`config.mk`:
```
export PLATFORM = sky130hd
export DESIGN_NAME = fp_divider_flat
export DESIGN_NICKNAME = d
export VERILOG_FILES = /design/src/rtl/fp_pkg.sv /design/src/rtl/fp_divider_if.sv /design/src/rtl/fp_unpack.sv /design/src/rtl/fp_divider.sv /design/src/flat_wrapper.sv
export SDC_FILE = /design/constraint.sdc
export NUM_CORES = 1
export LEC_CHECK = 0
export BUFFER_PORTS_ARGS = -buffer_cell sky130_fd_sc_hd__buf_2
export CAP_MARGIN = 25
export CORE_MARGIN = 5
export CORE_UTILIZATION = 42
export DETAILED_ROUTE_END_ITERATION = 16
export PLACE_DENSITY = 0.65
export SYNTH_ARGS = -nofsm -noshare
export SYNTH_HDL_FRONTEND = slang
export SYNTH_SLANG_ARGS = --single-unit
```
`constraint.sdc`:
```
create_clock -name clk -period 5.69 [get_ports clk]
set_input_delay 0.2845 -clock clk [delete_from_list [all_inputs] [get_ports clk]]
set_output_delay 0.2845 -clock clk [all_outputs]
set_load 0.01 [all_outputs]
```
`src/rtl/fp_pkg.sv`:
```
// Shared IEEE-754 single-precision constants, field widths, divider FSM states and a packing helper.
package fp_pkg;

    localparam int unsigned SIGN_W   = 1;
    localparam int unsigned EXP_W    = 8;
    localparam int unsigned FRAC_W   = 23;
    localparam int unsigned MANT_W   = FRAC_W + 1;
    localparam int unsigned WORD_W   = SIGN_W + EXP_W + FRAC_W;
    localparam int unsigned EXPD_W   = 10;
    localparam int unsigned REM_W    = MANT_W + 2;
    localparam int unsigned Q_W      = MANT_W + 1;

    localparam int unsigned      EXP_BIAS = 127;
    localparam logic [EXP_W-1:0] EXP_MAX  = 8'hFF;
    localparam logic [WORD_W-1:0] QNAN    = 32'h7FC0_0000;

    typedef enum logic [1:0] {IDLE, DIVIDE, PACK} div_state_e;

    function automatic logic [WORD_W-1:0] fp_pack(input logic s, input logic [EXP_W-1:0] e,
                                                  input logic [FRAC_W-1:0] f);
        return {s, e, f};
    endfunction

endpackage

```
`src/rtl/fp_divider_if.sv`:
```
// Start/done handshake and operand/result bundle of the sequential FP divider.
interface fp_divider_if;
    import fp_pkg::*;

    logic              start;
    logic [WORD_W-1:0] A;
    logic [WORD_W-1:0] B;
    logic              busy;
    logic              done;
    logic [WORD_W-1:0] quot;
    logic              exception;
    logic              overflow;
    logic              underflow;

    modport master (output start, A, B,
                    input  busy, done, quot, exception, overflow, underflow);
    modport slave  (input  start, A, B,
                    output busy, done, quot, exception, overflow, underflow);
endinterface

```
`src/rtl/fp_unpack.sv`:
```
// Splits a single-precision word into sign/exponent/mantissa and classifies it.
// Denormals are flushed to zero; the hidden bit is always prepended.
module fp_unpack
    import fp_pkg::*;
(
    input  logic [WORD_W-1:0] x,
    output logic              sign,
    output logic [EXP_W-1:0]  exp_f,
    output logic [MANT_W-1:0] mant,
    output logic              is_zero,
    output logic              is_inf,
    output logic              is_nan
);

    logic [FRAC_W-1:0] frac;

    always_comb begin
        sign    = x[WORD_W-1];
        exp_f   = x[WORD_W-2 -: EXP_W];
        frac    = x[FRAC_W-1:0];
        mant    = {1'b1, frac};
        is_zero = (exp_f == '0);
        is_inf  = (exp_f == EXP_MAX) && (frac == '0);
        is_nan  = (exp_f == EXP_MAX) && (frac != '0);
    end

endmodule

```
`src/rtl/fp_divider.sv`:
```
// Sequential single-precision divider: restoring mantissa division, one quotient bit per clock,
// truncating result, fixed 27-cycle latency for every operand class.
module fp_divider
    import fp_pkg::*;
#(
    parameter int unsigned ITER = 25
) (
    input  logic        clk,
    input  logic        reset,
    fp_divider_if.slave io
);

    localparam int unsigned CNT_W = $clog2(ITER);

    logic              a_sign, b_sign;
    logic [EXP_W-1:0]  a_exp, b_exp;
    logic [MANT_W-1:0] a_mant, b_mant;
    logic              a_zero, a_inf, a_nan;
    logic              b_zero, b_inf, b_nan;

    fp_unpack u_unpack_a (.x(io.A), .sign(a_sign), .exp_f(a_exp), .mant(a_mant),
                          .is_zero(a_zero), .is_inf(a_inf), .is_nan(a_nan));
    fp_unpack u_unpack_b (.x(io.B), .sign(b_sign), .exp_f(b_exp), .mant(b_mant),
                          .is_zero(b_zero), .is_inf(b_inf), .is_nan(b_nan));

    div_state_e               state_q, state_d;
    logic [CNT_W-1:0]         cnt_q, cnt_d;
    logic [REM_W-1:0]         rem_q, rem_d;
    logic [MANT_W-1:0]        mb_q, mb_d;
    logic [Q_W-1:0]           q_q, q_d;
    logic                     sign_q, sign_d;
    logic signed [EXPD_W-1:0] ediff_q, ediff_d;
    logic                     special_q, special_d;
    logic                     spec_exc_q, spec_exc_d;
    logic [WORD_W-1:0]        spec_word_q, spec_word_d;
    logic                     busy_q, busy_d;
    logic                     done_q, done_d;
    logic [WORD_W-1:0]        quot_q, quot_d;
    logic                     exc_q, exc_d;
    logic                     ovf_q, ovf_d;
    logic                     unf_q, unf_d;

    logic                     sign_c;
    logic                     nan_c;
    logic [REM_W-1:0]         rem_sub_c;
    logic                     qbit_c;
    logic signed [EXPD_W-1:0] e_c;
    logic [FRAC_W-1:0]        frac_c;

    // Capture-time classification and per-step restoring subtraction
    always_comb begin
        sign_c    = a_sign ^ b_sign;
        nan_c     = a_nan | b_nan | (a_zero & b_zero) | (a_inf & b_inf);
        qbit_c    = (rem_q >= {2'b00, mb_q});
        rem_sub_c = qbit_c ? (rem_q - {2'b00, mb_q}) : rem_q;
        e_c       = ediff_q + (q_q[Q_W-1] ? EXPD_W'(EXP_BIAS) : EXPD_W'(EXP_BIAS - 1));
        frac_c    = q_q[Q_W-1] ? q_q[Q_W-2:1] : q_q[Q_W-3:0];
    end

    always_comb begin
        state_d     = state_q;
        cnt_d       = cnt_q;
        rem_d       = rem_q;
        mb_d        = mb_q;
        q_d         = q_q;
        sign_d      = sign_q;
        ediff_d     = ediff_q;
        special_d   = special_q;
        spec_exc_d  = spec_exc_q;
        spec_word_d = spec_word_q;
        busy_d      = busy_q;
        done_d      = 1'b0;
        quot_d      = quot_q;
        exc_d       = exc_q;
        ovf_d       = ovf_q;
        unf_d       = unf_q;

        case (state_q)
            IDLE: begin
                if (io.start) begin
                    state_d     = DIVIDE;
                    cnt_d       = '0;
                    busy_d      = 1'b1;
                    rem_d       = {2'b00, a_mant};
                    mb_d        = b_mant;
                    q_d         = '0;
                    sign_d      = sign_c;
                    ediff_d     = $signed({2'b00, a_exp}) - $signed({2'b00, b_exp});
                    special_d   = 1'b1;
                    spec_exc_d  = 1'b1;
                    spec_word_d = '0;
                    if (nan_c) begin
                        spec_word_d = QNAN;
                    end else if (a_inf || b_zero) begin
                        spec_word_d = fp_pack(sign_c, EXP_MAX, '0);
                    end else if (b_inf) begin
                        spec_word_d = fp_pack(sign_c, '0, '0);
                    end else if (a_zero) begin
                        spec_word_d = fp_pack(sign_c, '0, '0);
                        spec_exc_d  = 1'b0;
                    end else begin
                        special_d   = 1'b0;
                        spec_exc_d  = 1'b0;
                    end
                end
            end

            DIVIDE: begin
                q_d   = {q_q[Q_W-2:0], qbit_c};
                rem_d = rem_sub_c << 1;
                cnt_d = cnt_q + CNT_W'(1);
                if (cnt_q == CNT_W'(ITER - 1)) begin
                    state_d = PACK;
                end
            end

            PACK: begin
                state_d = IDLE;
                busy_d  = 1'b0;
                done_d  = 1'b1;
                ovf_d   = 1'b0;
                unf_d   = 1'b0;
                if (special_q) begin
                    quot_d = spec_word_q;
                    exc_d  = spec_exc_q;
                end else begin
                    exc_d = 1'b0;
                    if (e_c >= $signed(EXPD_W'(EXP_MAX))) begin
                        quot_d = fp_pack(sign_q, EXP_MAX, '0);
                        ovf_d  = 1'b1;
                    end else if (e_c <= $signed(EXPD_W'(0))) begin
                        quot_d = fp_pack(sign_q, '0, '0);
                        unf_d  = 1'b1;
                    end else begin
                        quot_d = fp_pack(sign_q, e_c[EXP_W-1:0], frac_c);
                    end
                end
            end

            default: state_d = IDLE;
        endcase
    end

    always_ff @(posedge clk) begin
        if (reset) begin
            state_q     <= IDLE;
            cnt_q       <= '0;
            rem_q       <= '0;
            mb_q        <= '0;
            q_q         <= '0;
            sign_q      <= 1'b0;
            ediff_q     <= '0;
            special_q   <= 1'b0;
            spec_exc_q  <= 1'b0;
            spec_word_q <= '0;
            busy_q      <= 1'b0;
            done_q      <= 1'b0;
            quot_q      <= '0;
            exc_q       <= 1'b0;
            ovf_q       <= 1'b0;
            unf_q       <= 1'b0;
        end else begin
            state_q     <= state_d;
            cnt_q       <= cnt_d;
            rem_q       <= rem_d;
            mb_q        <= mb_d;
            q_q         <= q_d;
            sign_q      <= sign_d;
            ediff_q     <= ediff_d;
            special_q   <= special_d;
            spec_exc_q  <= spec_exc_d;
            spec_word_q <= spec_word_d;
            busy_q      <= busy_d;
            done_q      <= done_d;
            quot_q      <= quot_d;
            exc_q       <= exc_d;
            ovf_q       <= ovf_d;
            unf_q       <= unf_d;
        end
    end

    assign io.busy      = busy_q;
    assign io.done      = done_q;
    assign io.quot      = quot_q;
    assign io.exception = exc_q;
    assign io.overflow  = ovf_q;
    assign io.underflow = unf_q;

endmodule

```
`src/flat_wrapper.sv`:
```
// flat-port wrapper written by rule: the top's interface ports become plain ports
module fp_divider_flat import fp_pkg::*;
#(
    parameter int unsigned ITER = 25
)
  (clk, reset, io_start, io_A, io_B, io_busy, io_done, io_quot, io_exception, io_overflow, io_underflow);
  fp_divider_if io_i ();
  input  logic clk;
  input  logic reset;
  input wire logic [$bits(io_i.start)-1:0] io_start;
  input wire logic [$bits(io_i.A)-1:0] io_A;
  input wire logic [$bits(io_i.B)-1:0] io_B;
  output wire logic [$bits(io_i.busy)-1:0] io_busy;
  output wire logic [$bits(io_i.done)-1:0] io_done;
  output wire logic [$bits(io_i.quot)-1:0] io_quot;
  output wire logic [$bits(io_i.exception)-1:0] io_exception;
  output wire logic [$bits(io_i.overflow)-1:0] io_overflow;
  output wire logic [$bits(io_i.underflow)-1:0] io_underflow;
  assign io_i.start = io_start;
  assign io_i.A = io_A;
  assign io_i.B = io_B;
  assign io_busy = io_i.busy;
  assign io_done = io_i.done;
  assign io_quot = io_i.quot;
  assign io_exception = io_i.exception;
  assign io_overflow = io_i.overflow;
  assign io_underflow = io_i.underflow;
  fp_divider #(.ITER(ITER)) u_core (.clk(clk), .reset(reset), .io(io_i));
endmodule
```
Word level (Yosys, flattened, before mapping)

Index checks and enable logic that the tools add are counted.

Input port bits: 67
ROM bits: 0
Flip-flop bits (word level): 164
Output and inout bits: 37
Memory bits (writable): 0
Memories kept: 0
Latch bits: 0

Divide/modulo/power cells: 0
Bitwise logic cells: 6
Multiplexer cells: 35
$add $sub $neg: 4
$mul: 0
Eq/ne operators: 7
Shifts and indexed selects: 0
Magnitude comparators: 3
Reduce and logical (&&, ||, !) cells: 18

Operator list:

| cell                                                                   | count |
|---|---|
| 32-bit two-way mux                                                     | 5 |
| 31-bit two-way mux                                                     | 2 |
| 26-bit one-hot mux with 2 select lines                                 | 1 |
| 25-bit two-way mux                                                     | 2 |
| 25-bit one-hot mux with 2 select lines                                 | 1 |
| 23-bit logical NOT                                                     | 2 |
| 23-bit nonzero test                                                    | 2 |
| 26-bit by 24-bit >= comparator with 1-bit output                       | 1 |
| 26-bit two-way mux                                                     | 1 |
| 25-bit by 24-bit subtractor with 25-bit output                         | 1 |
| 23-bit two-way mux                                                     | 1 |
| 8-bit equality test, second input constant                             | 2 |
| 8-bit logical NOT                                                      | 2 |
| 1-bit two-way mux                                                      | 16 |
| 10-bit adder                                                           | 1 |
| 10-bit by 9-bit >= comparator with 1-bit output, second input constant | 1 |
| 10-bit by 1-bit <= comparator with 1-bit output, second input constant | 1 |
| 5-bit one-hot mux with 2 select lines                                  | 1 |
| 8-bit by 8-bit subtractor with 9-bit output                            | 1 |
| 2-bit AND reduction                                                    | 4 |
| 5-bit by 1-bit adder with 5-bit output, second input constant          | 1 |
| 5-bit equality test, second input constant                             | 1 |
| 5-bit two-way mux                                                      | 1 |
| 1-bit logical AND                                                      | 4 |
| other kinds (13)                                                       | 18 |

Longest topological paths before layout

Gate-level depths: netlist of run 1.

Word-level depth: 6
Depth in mapped cells: 12

Modules after synthesis

A second synthesis of run 1 with hierarchy kept.

Cell total of the unflattened synthesis: 964
Area total of the unflattened synthesis: 8011.4 µm²

By module, submodules not included:

| module     | times used | area each (µm²) | cells each |
|---|---|---|---|
| fp_divider | 1          | 7310.8          | 864 |
| fp_unpack  | 2          | 350.3           | 50 |

Worst setup path after synthesis of run 1

No wires, ideal clock.

Path type: register to register
From: register u_core.mb_q[9]
To: register u_core.rem_q[21]
Cell stages (with the launch flop): 13
Setup slack: 3.177 ns
Required time: 5.554 ns
Buffers on the path: 2
Arrival time: 2.377 ns
Cells stage by stage: dfxtp_1 > inv_1 > ha_1 > buf_2 > a21oi_1 > o22ai_1 > a221oi_1 > nand3b_1 > a21boi_2 > nor2_2 > buf_4 > o31ai_1 > a31oi_1

Longest elaborated chain between the ends: 3
Elaborated cells between the ends (all ways): 4
Those cells by class: 1 x add/sub; 1 x order compare; 2 x mux

Ends and longest elaborated chain:

| element                                                                                                            | RTL line                           | source |
|---|---|---|
| start: declaration                                                                                                 | fp_divider.sv:29                   | `logic [MANT_W-1:0] mb_q, mb_d;` |
| start signal: assignment                                                                                           | fp_divider.sv:166                  | `mb_q <= mb_d;` |
| 25-bit by 24-bit subtractor with 25-bit output or 26-bit by 24-bit >= comparator with 1-bit output (tied branches) | fp_divider.sv:55, fp_divider.sv:54 |  |
| 25-bit two-way mux *                                                                                               | fp_divider.sv:55                   | `rem_sub_c = qbit_c ? (rem_q - {2'b00, mb_q}) : rem_q;` |
| 26-bit one-hot mux with 2 select lines *                                                                           | fp_divider.sv:78                   | `case (state_q)` |
| end signal: assignment                                                                                             | fp_divider.sv:165                  | `rem_q <= rem_d;` |
| end: declaration                                                                                                   | fp_divider.sv:28                   | `logic [REM_W-1:0] rem_q, rem_d;` |

Mark *: on every way between the ends. The rest lies on a longest branch, timed or not.
A chain may end at the register's enable or synchronous reset.

Final worst setup path of run 1

From: register u_core.mb_q[19]
To: register u_core.rem_q[3]

Longest elaborated chain between the ends: 3

Ends and longest elaborated chain:

| element                                          | RTL line         | source |
|---|---|---|
| 26-bit by 24-bit >= comparator with 1-bit output | fp_divider.sv:54 | `qbit_c = (rem_q >= {2'b00, mb_q});` |
| 25-bit two-way mux                               | fp_divider.sv:55 |  |
| 26-bit one-hot mux with 2 select lines           | fp_divider.sv:78 |  |

No other way between the ends.

==> results.txt, run 1 <==
Vias -> 6733
Clk pin slew, worst setup/hold paths -> 0.06 ns
Post-Route WL -> 19600 microns
Worst slew margin -> 32.9%
FFs w/ async S/R, synth -> 0%
Final Wtd Congestion -> 0.872
CTS tree -> built
Switching Share -> 37.7%
Tmin final -> 3.23 ns
Mapped cell area -> 7370 sq um
All-Layer GR Usage -> 19.5%
Combinational power share -> 36.6%
Power Total -> 0.00340 W
Post-synthesis net count -> 986
Total of max-cap violations -> 0
Final setup violation count -> 0
Final nets -> 1070
Top_reg_cell synth -> dfxtp_1
First-pass GRT wire length -> 32300 microns
Status -> complete, no violations
Vias in the first global route -> 6485
Clock root buffer -> clkbuf_16
Setup TNS -> 0 ns
Drt wl/cell -> 16.3 microns
Area Overhead vs Synth -> 17.2%
Vias per cell -> 5.60
CTS sink cnt -> 134
PortBufs -> 103
Crit path max fanout -> 19
Critical path, cell by cell -> inv_1 -> ha_1 -> nand4_1 -> nor4_1 -> and4_1 -> nor2_1 -> a21boi_2 -> nor2_2 -> o21ai_0 -> a211oi_1
Startpoint Class -> flip-flop
RSZ-0062 raised after global routing -> false
Clk Latency, worst-skew pair -> 0.42 ns
Sequential fraction of design power -> 32.0%
Final HPWL DP -> 14000 microns
Post-route ant nets -> 0
Count of flip-flops with a built-in enable after synthesis -> 0
Num CTS Buffers -> 17
Sw power -> 0.00128 W
Cells after Synth -> 881
CORE AREA -> 17200 sq um
Post-CTS Setup Inserts -> 0
Die area -> 20300 sq um
Hold Violations, Final -> 0
F_max -> 0.309 GHz
Clock Power Share -> 31.4%
Netlist cell types -> 70
CP endpoint kind -> flip-flop
Cell-internal power -> 0.00212 W
Required @ worst endpoint -> 6.02 ns
Critical Path AT -> 3.56 ns
Synth Warn # -> 0
Die W -> 142 microns
Hold crit path type -> input port to flip-flop
Peak supply drop -> 0.000222 V
Die Height -> 142 microns
Clk buf depth -> 2
DRC violations left -> 0
Congestion Overflow GR -> 0
Post-cts gate resize count -> 0
DR pass1 iterations -> 7
Final clock skew -> 0.0116 ns
Syn_area_per_cell -> 8.37 sq um
I/O Pins -> 104
# fillers -> 1678
# rows -> 48
Crit-path slowest cell -> nor2_2
Share of cells above drive strength 1 -> 21.3%
Fin. max-slew vios -> 0
Hold-fix buffers, CTS -> 0
Yosys reg bits -> 134
Critical path's largest stage delay -> 0.79 ns
Leak Pwr -> 3.51 nW
Crit Path Category -> flip-flop to flip-flop
Pwr per Cell Area -> 393 nW/um^2
Register area share after synthesis -> 36.4%
H-Tree Depth -> 4
Crit share post-route -> 56.8%
Largest net degree at the start of global routing -> 81
Initial Utilization -> 42.8%
Antenna fix cells -> 0
Worst Tran Pin Value -> 1.00 ns
Number of antenna violations at the first check in global routing -> 1
Violation count after the first detailed-routing iteration -> 361
Worst hold margin -> 0.111 ns
-- placed cells by master (no fill, tap or decap), drive strengths merged, types with 7 or more instances in the layout --
master and instances:
inv 51, a211oi 21, a22oi 27, o22ai 11, nand4 13, xnor2 15
nor4 12, ha 36, nand3 15, dfxtp 134, nor2b 10, nor2 78
mux2 22, nand2 98, and2 7, buf 113, xor2 13, a22o 25
o21ai 39, a31oi 10, a21o 7, a21oi 83, clkbuf 18, nor3 25
-- metal layers --
metal	routed length, microns	part of all wire [%]	global-route usage (%)	vias to the layer above
li1	-	-	-	3387
met1	9560	49	27.4	3179
met2	8890	45	30.5	149
met3	938	4.8	4.00	16
met4	184	0.94	5.05	2
met5	11	0.056	0	-
-- power groups by stage --
| stage | registers (W) | logic [W] | clock network [W] |
|---|---|---|---|
| floorplan | 0.00108 | 0.000979 | 0 |
| global placement | 0.00110 | 0.00122 | 0 |
| detailed placement | 0.00110 | 0.00122 | 0 |
| CTS | 0.00108 | 0.00123 | 0.00108 |
| global route | 0.00109 | 0.00138 | 0.00113 |
| finish | 0.00109 | 0.00124 | 0.00107 |
-- synth_stat cells, types with 4 or more instances --
master      n  share of area [%]
o31ai_1     4               0.41
clkbuf_1   36                1.8
or2_2       6               0.51
a31oi_1    10               0.85
inv_1      44                2.2
a21oi_1    83                5.6
mux2i_1     6               0.81
and2_1      7               0.59
nand2b_1    4               0.34
a21o_1      7               0.71
nand4_1    13                1.1
xor2_1     13                1.5
a21boi_0    5               0.51
or4_1       4               0.41
nor4_1     12                1.0
a22oi_2    20                3.4
nor2b_1     9               0.76
nand3_1    15                1.0
a22o_1     25                3.0
a32oi_1     4               0.48
nor3_1     25                1.7
a22oi_1     7               0.71
ha_1       36                6.1
dfxtp_1   134                 36
and3_1      4               0.34
o211ai_1    6               0.61
mux2_2     22                3.4
a211oi_1   20                2.0
nand2_1    96                4.9
o22ai_1    11               0.93
a221oi_1    4               0.48
buf_1       4               0.20
nor2_1     77                3.9
o21ai_0    38                2.6
xnor2_1    15                1.8
-- worst paths after layout --
kind / from / cells after the start / end / slack [ns]
max: u_core.mb_q[19] / 10 / u_core.rem_q[3] / 2.46
min: io_B[12] / 3 / u_core.mb_q[12] / 0.11
max reg2reg: u_core.mb_q[19] / 10 / u_core.rem_q[3] / 2.46
min reg2reg: u_core.io.overflow / 2 / u_core.io.overflow / 0.45
-- kinds of logic (layout without fill, tap and decap cells) --
kind of cell,Yosys count,after routing,share of synthesized area (%)
simple gates,291,291,18.8
compound gates,270,270,25.6
flops,134,134,36.4
buf+inv,92,189,5.06
fa+ha+maj,38,38,6.65
xor+xnor,28,28,3.33
mux,28,28,4.18
-- worst max-delay path, delay by kind of cell, from the launching register on --
family	cells	cell delay [ns]
compound gates	3	0.66
fa+ha+maj	1	0.43
buf+inv	1	0.10
flops	1	0.33
simple gates	5	1.61
-- per-stage QoR --
step	worst slack (ns)	cell area (sq um)	utilization (%)	instances
after CTS	2.25	8610	49.9	1202
after global routing	2.26	8640	50.1	1203
final	2.46	8640	50.1	1203
after global placement	2.31	8040	46.6	1170
after floorplan	3.18	7370	-	881
after detailed placement	2.30	8040	46.6	1170
-- registers in the layout, summed over array words and instances (netlist names), 2 cells and up --
name / cells
u_core.cnt_q: 5
u_core.ediff_q: 9
u_core.io.quot: 32
u_core.mb_q: 24
u_core.q_q: 25
u_core.rem_q: 26
u_core.spec_word_q: 3
u_core.state_q: 2
-- cell type report --
class	instances	area, sq um	area share [%]
Multi-Input combinational cell	655	4330	50.1
Sequential cell	134	2680	31.1
Timing Repair Buffer	113	613	7.10
Clock buffer	18	429	4.97
Tap cell	225	282	3.26
Inverter	44	165	1.91
Clock inverter	14	139	1.61
Power figures use the tool's default switching activity.
==> run 2, diff against run 1 <==
- clock period: 5.69 -> 3.2 ns (I/O delays scaled with it)
==> results.txt, run 2 (synthesized netlist as in run 1, its figures left out) <==
Crit share post-route -> 91.2%
Clk Latency, worst-skew pair -> 0.42 ns
H-Tree Depth -> 4
Die area -> 20300 sq um
Critical path, cell by cell -> inv_1 -> ha_1 -> fa_1 -> nor2b_1 -> o211ai_1 -> a21oi_1 -> nand3b_1 -> a21bo_2 -> nand2_2 -> or3_1 -> a311oi_1
Final nets -> 1097
# rows -> 48
Crit path max fanout -> 18
Clock root buffer -> clkbuf_16
Congestion Overflow GR -> 0
CTS sink cnt -> 134
Pre-CTS WS -> 0.143 ns
RSZ-0062 raised after global routing -> false
First-pass GRT wire length -> 32800 microns
I/O Pins -> 104
Startpoint Class -> flip-flop
Reg area -> 2680 sq um
CORE AREA -> 17200 sq um
Final WS setup -> 0.281 ns
Worst hold margin -> 0.0170 ns
Post-Route WL -> 20000 microns
# fillers -> 1657
Delay-heaviest family, CP -> simple AND/OR/NAND/NOR gates
DR pass1 iterations -> 5
Multi-input gate area -> 4330 sq um
Final setup violation count -> 0
Worst Tran Pin Value -> 0.908 ns
Vias in the first global route -> 6465
Critical Path AT -> 3.24 ns
Most frequent cells in the layout -> dfxtp_1 (134), buf_2 (102), nand2_1 (96)
Violation count after the first detailed-routing iteration -> 463
Critical path's largest stage delay -> 0.45 ns
Largest net degree at the start of global routing -> 57
Post-CTS Setup Inserts -> 0
Initial Utilization -> 42.8%
Antenna fix cells -> 0
Share of cells above drive strength 1 -> 21.8%
Clk buf depth -> 2
CTS tree -> built
Crit-path slowest cell -> or3_1
Die Height -> 142 microns
Post-route ant nets -> 0
DRC violations left -> 0
Setup TNS -> 0 ns
Required @ worst endpoint -> 3.52 ns
Peak supply drop -> 0.000435 V
Leak Pwr -> 3.65 nW
Hold Violations, Final -> 0
Vias per cell -> 5.53
Final Wtd Congestion -> 0.989
PortBufs -> 103
F_max -> 0.343 GHz
Total of max-cap violations -> 0
Fin. max-slew vios -> 0
Number of antenna violations at the first check in global routing -> 1
CP endpoint kind -> flip-flop
Crit Path Category -> flip-flop to flip-flop
Vias -> 6804
All-Layer GR Usage -> 19.8%
Drt wl/cell -> 16.3 microns
Commonest non-fill, non-tap cell in the layout -> dfxtp_1
Num CTS Buffers -> 17
Max FFs per register -> 32
Die W -> 142 microns
WP buf/inv -> 1
Clk pin slew, worst setup/hold paths -> 0.06 ns
Status -> complete, no violations
Tmin final -> 2.92 ns
Pwr per Cell Area -> 699 nW/um^2
Final clock skew -> 0.00811 ns
Hold crit path type -> input port to flip-flop
Final HPWL DP -> 14400 microns
Area Overhead vs Synth -> 20.7%
Worst slew margin -> 37.9%
[run 2: cell types whose count changed in the layout (fill, tap and decap cells not counted), sizes merged]
cell         change
buf             +10
clkbuf           -1
clkinvlp         -2
dlygate4sd3     +17
inv              +3
[run 2: per-layer routing]
layer	track usage (%)	routed length, microns
met5	0	20
met4	6.35	308
met3	3.49	1180
met2	31.5	9070
met1	27.3	9440
[run 2: worst register-to-register path, stage by stage (launching register included)]
cell      delay (ns)
dfxtp_1         0.34
inv_1           0.05
ha_1            0.20
fa_1            0.41
nor2b_1         0.16
o211ai_1        0.13
a21oi_1         0.20
nand3b_1        0.18
a21bo_2         0.20
nand2_2         0.25
or3_1           0.45
a311oi_1        0.25
[run 2: metrics by stage]
step	util, %	cells	instance area, sq um	power, W
after floorplan	-	881	7370	0.00366
after global placement	47.2	1181	8140	0.00423
after detailed placement	47.2	1181	8140	0.00423
after CTS	51.6	1230	8890	0.00620
after global routing	51.6	1230	8900	0.00658
final	51.6	1230	8900	0.00622
[run 2: layout make-up]
cell class | instances | area share (%)
clock buffers | 17 | 4.78
clock inverters | 15 | 1.80
inverters | 44 | 1.86
multi-input cells | 655 | 48.7
flip-flops and latches | 134 | 30.2
well taps | 225 | 3.16
repair buffers | 140 | 9.56
[run 2: final timing paths]
check	slack, ns	from	depth (start not counted)	end
worst min-delay path	0.02	io_B[15]	3	u_core.mb_q[15]
worst max-delay path	0.28	u_core.rem_q[0]	11	u_core.rem_q[23]
worst max register to register	0.28	u_core.rem_q[0]	11	u_core.rem_q[23]
worst min register to register	0.45	u_core.io.overflow	2	u_core.io.overflow
[run 2: repair_timing]
item | 4_1_cts | 5_1_grt
hold buffers | 17 | 0
endpoints found under the setup margin | 0 | 10
gates resized for setup | 0 | 1
hold endpoints to repair | 17 | 0
[run 2: power breakdown]
part / internal (W) / leakage [nW] / switching [W]
Clock: 0.00111 / 0.292 / 0.000834
Sequential: 0.00180 / 1.09 / 0.000124
Combinational: 0.000943 / 2.26 / 0.00141
